### config.mk
export PLATFORM = sky130hd
export DESIGN_NAME = arbitro_botoes
export DESIGN_NICKNAME = d
export VERILOG_FILES = /design/src/rtl/arbitro_botoes.sv
export SDC_FILE = /design/constraint.sdc
export NUM_CORES = 1
export LEC_CHECK = 0
export CORE_MARGIN = 2
export CORE_UTILIZATION = 61
export CTS_CLUSTER_SIZE = 14
export DETAILED_ROUTE_END_ITERATION = 16
export PLACE_DENSITY = 0.79
export SLEW_MARGIN = 10
export SYNTH_ARGS = -nofsm -noshare
export SYNTH_HDL_FRONTEND = slang
export SYNTH_SLANG_ARGS = --single-unit
### constraint.sdc
create_clock -name clk -period 2.45 [get_ports clk]
set_clock_uncertainty 0.1 [all_clocks]
set_input_delay 0.3675 -clock clk [delete_from_list [all_inputs] [get_ports clk]]
set_output_delay 0.3675 -clock clk [all_outputs]
set_load 0.005 [all_outputs]
### src/rtl/arbitro_botoes.sv
// rtl/arbitro_botoes.sv - button synchroniser, debouncer and fixed-priority command arbiter
module arbitro_botoes #(
  parameter int DEBOUNCE    = 1000000,
  parameter bit ATIVO_BAIXO = 1'b1
) (
  input  logic       clk,
  input  logic       reset,
  input  logic       btn_conta,
  input  logic       btn_pausa,
  input  logic       btn_para,
  output logic       conta,
  output logic       pausa,
  output logic       para,
  output logic [1:0] ultimo_cmd,
  output logic       conflito,
  output logic       ocupado
);

  localparam int CW = (DEBOUNCE < 1) ? 1 : $clog2(DEBOUNCE + 1);
  localparam logic [2:0] SOLTO_RAW = {3{ATIVO_BAIXO}};
  localparam logic [CW-1:0] LIMITE = CW'(DEBOUNCE - 1);

  typedef enum logic [1:0] {OCIOSO, EMITE, ESPERA_SOLTAR} estado_t;

  // Bit order everywhere: [0] conta, [1] pausa, [2] para.
  logic [2:0]    raw, s1, s2, nivel, deb, deb_d, ev;
  logic          multi;
  logic [CW-1:0] cnt [3];
  estado_t       estado;

  assign raw   = {btn_para, btn_pausa, btn_conta};
  assign nivel = s2 ^ SOLTO_RAW;
  assign ev    = deb & ~deb_d;
  assign multi = (ev[0] & ev[1]) | (ev[0] & ev[2]) | (ev[1] & ev[2]);

  always_ff @(posedge clk or negedge reset) begin
    if (!reset) begin
      s1    <= SOLTO_RAW;
      s2    <= SOLTO_RAW;
      deb   <= 3'b000;
      deb_d <= 3'b000;
      for (int i = 0; i < 3; i++) cnt[i] <= '0;
    end else begin
      s1    <= raw;
      s2    <= s1;
      deb_d <= deb;
      for (int i = 0; i < 3; i++) begin
        if (nivel[i] == deb[i]) begin
          cnt[i] <= '0;
        end else if (cnt[i] == LIMITE) begin
          deb[i] <= nivel[i];
          cnt[i] <= '0;
        end else begin
          cnt[i] <= cnt[i] + CW'(1);
        end
      end
    end
  end

  // Command outputs are raised on the transition into EMITE so the pulse spans that state.
  always_ff @(posedge clk or negedge reset) begin
    if (!reset) begin
      estado     <= OCIOSO;
      conta      <= 1'b0;
      pausa      <= 1'b0;
      para       <= 1'b0;
      ultimo_cmd <= 2'd0;
      conflito   <= 1'b0;
      ocupado    <= 1'b0;
    end else begin
      conta <= 1'b0;
      pausa <= 1'b0;
      para  <= 1'b0;
      case (estado)
        OCIOSO: begin
          if (|ev) begin
            estado  <= EMITE;
            ocupado <= 1'b1;
            if (multi) conflito <= 1'b1;
            if (ev[2]) begin
              para       <= 1'b1;
              ultimo_cmd <= 2'd3;
            end else if (ev[1]) begin
              pausa      <= 1'b1;
              ultimo_cmd <= 2'd2;
            end else begin
              conta      <= 1'b1;
              ultimo_cmd <= 2'd1;
            end
          end
        end
        EMITE: begin
          estado <= ESPERA_SOLTAR;
          if (|ev) conflito <= 1'b1;
        end
        ESPERA_SOLTAR: begin
          if (|ev) conflito <= 1'b1;
          if (deb == 3'b000) begin
            estado  <= OCIOSO;
            ocupado <= 1'b0;
          end
        end
        default: begin
          estado  <= OCIOSO;
          ocupado <= 1'b0;
        end
      endcase
    end
  end

endmodule
==> Word-level counts from Yosys, hierarchy flattened <==
Cells that the tools add are included.
{ "totals": {"ff_bits": 81} }
{ "classes": {"n_eq_ne": 12, "n_addsub": 3, "muxes": 28, "bitwise": 12, "reduce_logical": 12} }
{ "op_table": {"columns": ["op", "n"], "rows": [
  ["two-way mux 20 bit", 6],
  ["adder 20 x 1 -> 20 bit, second input constant", 3],
  ["== test 20 bit, second input constant", 3],
  ["two-way mux 1 bit", 15],
  ["AND reduction 2 bit", 5],
  ["two-way mux 2 bit", 4],
  ["inequality test 2 bit, second input constant", 3],
  ["inverter 3 bit", 2],
  ["one-hot mux 2 bit (3 select lines)", 1],
  ["inverter 1 bit", 4],
  ["AND reduction 4 bit", 1],
  ["bitwise AND 1 bit", 3],
  ["bitwise AND 3 bit", 1],
  ["== test 1 bit", 3],
  ["zero test 3 bit", 1],
  ["one-hot mux 1 bit (3 select lines)", 1],
  ["AND reduction 3 bit", 1],
  ["OR reduction 3 bit", 1],
  ["== test 2 x 1 -> 1 bit, second input constant", 1],
  ["== test 2 bit, second input constant", 1],
  ["zero test 2 bit", 1],
  ["inequality test 2 x 1 -> 1 bit, second input constant", 1],
  ["bitwise OR 1 bit", 2],
  ["one-hot mux 1 bit (2 select lines)", 1],
  ["other kinds (2)", 2]
]} }

==> Depth between registers and ports, before layout <==
{ "logic_depth": {"word_depth": 8, "ltp_mapped": 7, "depth_no_buf": 5} }

==> Worst setup path after synthesis <==
No wires, ideal clock.
{ "synth_path": {"path_type": "reg-to-reg", "start": "register cnt[40] (netlist name)", "end": "register cnt[49] (netlist name)", "n_path_buf": 2, "path_stages_with_launch": 8, "setup_slack_ns": 0.352, "synth_period_minus_slack_ns": 2.098, "required_time_ns": 2.229, "arrival_ns": 1.876, "setup_ns": 0.121, "path_cell_list": "dfrtp_1 > ha_1 > nand3_1 > or2_2 > clkbuf_1 > o21ai_1 > buf_2 > nor2_1"} }
{ "synth_between": {"elab_chain_len": 3, "word_cells_on_any_way": 4, "classes_between": "add/sub (1); eq/ne (1); mux (2)"} }
{ "synth_rtl": {"columns": ["item", "line_no", "source"], "rows": [
  ["from (decl)", "28", "logic [CW-1:0] cnt [3];"],
  ["from (signal, indexed assignment)", "54", "cnt[i] <= cnt[i] + CW'(1);"],
  ["adder 20 x 1 -> 20 bit / == test 20 bit (equally long branches)", "54, 50", null],
  ["two-way mux 20 bit (*)", "50", "end else if (cnt[i] == LIMITE) begin"],
  ["two-way mux 20 bit (*)", "48", "if (nivel[i] == deb[i]) begin"]
]} }
Every way passes the cells marked *; elsewhere a longest branch is shown, timed or not.
A chain may end at the register's enable or synchronous reset.

==> Final worst setup path <==
{ "layout_path": {"start": "register cnt[16] (netlist name)", "end": "register cnt[1] (netlist name)"} }
{ "layout_between": {"elab_chain_len": 3} }
{ "layout_rtl": {"columns": ["item", "line_no"], "rows": [
  ["== test 20 bit", "50"],
  ["two-way mux 20 bit", "50"],
  ["two-way mux 20 bit", "48"]
]} }
Every way passes these cells.

==> impl_metrics.yaml <==
route:
  drcViolationCount: 0
  wl_per_cell_um: 14.5
  via_count: 2753
  drt-total-wl_um: 6860
  first_pass_iters: 4
  via_per_inst: 5.83
  drtAntennaViolNets: 0
  dr.first_iter.drc_count: 195
pwr:
  ir_drop_v: 0.000444
  swShare: 0.196
  p_switching_mw: 0.534
  leakage_nw: 1.75
  seqPwrFrac: 0.503
  p_comb_frac: 0.030
  p_per_area_mw_per_mm2: 635
  clockPowerShare: 0.467
  cell_internal_pwr_mw: 2.19
cells_and_area:
  layout_common_cells: "dfrtp_1 (75), nor2_1 (64), xnor2_1 (36)"
  regArea_sq_mm: 0.00203
  final_area_sq_mm: 0.00429
  postLayoutCoreUtil: 0.721
  drive_gt1_frac: 0.0932
  multi_input_area_sq_mm: 0.00166
  syn_to_final_growth_pct: 13.7
  final_common_cell: "dfrtp_1"
  n_antenna_cell: 0
  fin_nets: 403
  nFillCells: 446
grt:
  grt-ovfl-total: 0
  antenna_found_initial: 0
  grt_max_degree: 44
  grt_pass1_vias: 2565
  track_usage: 0.230
  grt_first_pass_wirelength_um: 11900
sta:
  period_share: 0.848
  hold_viol: 0
  hold_ws_ns: 0.258
  finalSetupViolCount: 0
  rsz0062_at_grt: "false"
  relSlewSlack: 0.575
  fin_ws_ns: 0.372
  worst_slew_pin_slew_ns: 0.631
  min_period_ns: 2.08
  drv_slew: 0
  setup_tns_ns: 0
  fmax_ghz: 0.481
run_status:
  status: "complete, no violations"
synth:
  ys_ff_latch: 81
  syn_area_per_cell_sq_um: 10.3
  synth-main-ff-cell: "dfrtp_1"
  ys_seq_area_frac: 0.539
  synth_warnings: 0
  synth_nets: 379
  synth_edf_count: 0
  synth_cells: 368
  synth_cell_types: 42
  synthArstFlopShare: 1.00
  synth_area_sq_mm: 0.00378
worst_setup_path:
  path_max_fanout: 5
  worstSetupEndpointType: "flip-flop"
  arrival_ns: 2.21
  startpoint_type: "flip-flop"
  crit_required_ns: 2.58
  critPathKind: "reg -> reg"
clocking:
  post_cts_buffers: 0
  cts.clk_slew.worst_paths_ns: 0.08
  cts_hold_buf: 1
  cts_max_path_buffers: 2
  cts.repair.resized: 0
  cts_tree: "yes"
  htree_levels: 3
  cts_sinks: 81
  clkLatencyLatePin_ns: 0.35
  clock-root-buffer: "clkbuf_8"
  cts_made_buffers: 9
placement:
  globalplace.congestion: 0.799
  dp_hpwl_um: 4480
  portBuffers: 11
  place_ws_ns: 0.389
  placed_cell_area_sq_mm: 0.00402
worst_hold_path:
  min_path_type: "reg -> reg"
floorplanning:
  coreArea_sq_mm: 0.00596
  num_rows: 28
  die_x_um: 82.7
  initial_utilization: 0.634
  die_h_um: 82.7
  fp.dieArea_sq_mm: 0.00684
  io_pins: 12
run:
  maxCapViolCount: 0
-- power by group through the flow --
stage / Combinational, mW / Clock [mW] / Sequential, mW
5_1_grt: 0.0951 / 1.37 / 1.37
3_3_place_gp: 0.0804 / 0 / 1.40
4_1_cts: 0.0844 / 1.30 / 1.37
2_1_floorplan: 0.0358 / 0 / 1.39
3_5_place_dp: 0.0827 / 0 / 1.40
6_report: 0.0815 / 1.28 / 1.37
-- cells by family after synthesis --
| family | count (synthesis) | share of synthesized area |
|---|---|---|
| adders and majority gates | 6 | 0.0199 |
| DFF | 81 | 0.539 |
| and+or+nand+nor | 177 | 0.237 |
| buffers and inverters | 20 | 0.0225 |
| muxes | 4 | 0.0109 |
| AOI/OAI and AO/OA | 35 | 0.0672 |
| xor gates and xnor gates | 45 | 0.104 |
-- synth_stat cells, drive strengths merged, types with 5 or more instances --
cell type	number	area (sq um)
inv	13	48.8
nor4	13	81.3
nand3	16	80.1
a21oi	8	40.0
ha	6	75.1
nor2	64	240
nor3	15	75.1
xnor2	36	315
o31ai	6	45.0
nand2	21	78.8
dfrtp	75	1880
nand4	13	81.3
dfstp	6	158
o21ai	8	40.0
and3	6	37.5
xor2	9	78.8
or4	5	37.5
-- area by class of cell --
| cell class | count | share of cell area |
|---|---|---|
| Clock inverter | 5 | 0.0297 |
| Tap cell | 75 | 0.0219 |
| Inverter | 13 | 0.0114 |
| Multi-Input combinational cell | 267 | 0.386 |
| Sequential cell | 81 | 0.474 |
| Timing Repair Buffer | 20 | 0.0443 |
| Clock buffer | 11 | 0.0329 |
-- routing by layer --
layer,vias up,global-route usage,routed length (um)
met1,1338,0.311,3170
met3,11,0.0391,251
met2,57,0.372,3320
met4,0,0.0902,117
li1,1347,-,-
met5,-,0,0
-- final timing paths --
path / startpoint / endpoint / slack (ns) / depth (start not counted)
hold / removal: s1[2] / s2[2] / 0.26 / 0
setup reg to reg: cnt[16] / cnt[1] / 0.37 / 4
max in group asynchronous: reset / s1[1] / 1.15 / 3
setup / recovery: cnt[16] / cnt[1] / 0.37 / 4
hold reg to reg: s1[2] / s2[2] / 0.26 / 0
min in group asynchronous: reset / cnt[8] / 0.44 / 2
-- metrics by stage --
step / instances / total power [mW]
finish: 472 / 2.73
detailed placement: 455 / 1.48
global route: 472 / 2.84
CTS: 472 / 2.76
global placement: 455 / 1.48
floorplan: 368 / 1.43
-- worst max-delay path, stage by stage (launching register included) --
cell and delay, ns:
dfrtp_1 0.39, nand3_1 0.14, or4b_4 0.56, or4_1 0.57, and3_1 0.21
-- flip-flops by register name, indices dropped and copies added, names as in the netlist --
register	count
conflito	1
ultimo_cmd	2
s2	3
ocupado	1
deb	3
cnt	60
estado	2
pausa	1
s1	3
para	1
conta	1
deb_d	3
Power figures use the tool's default switching activity.
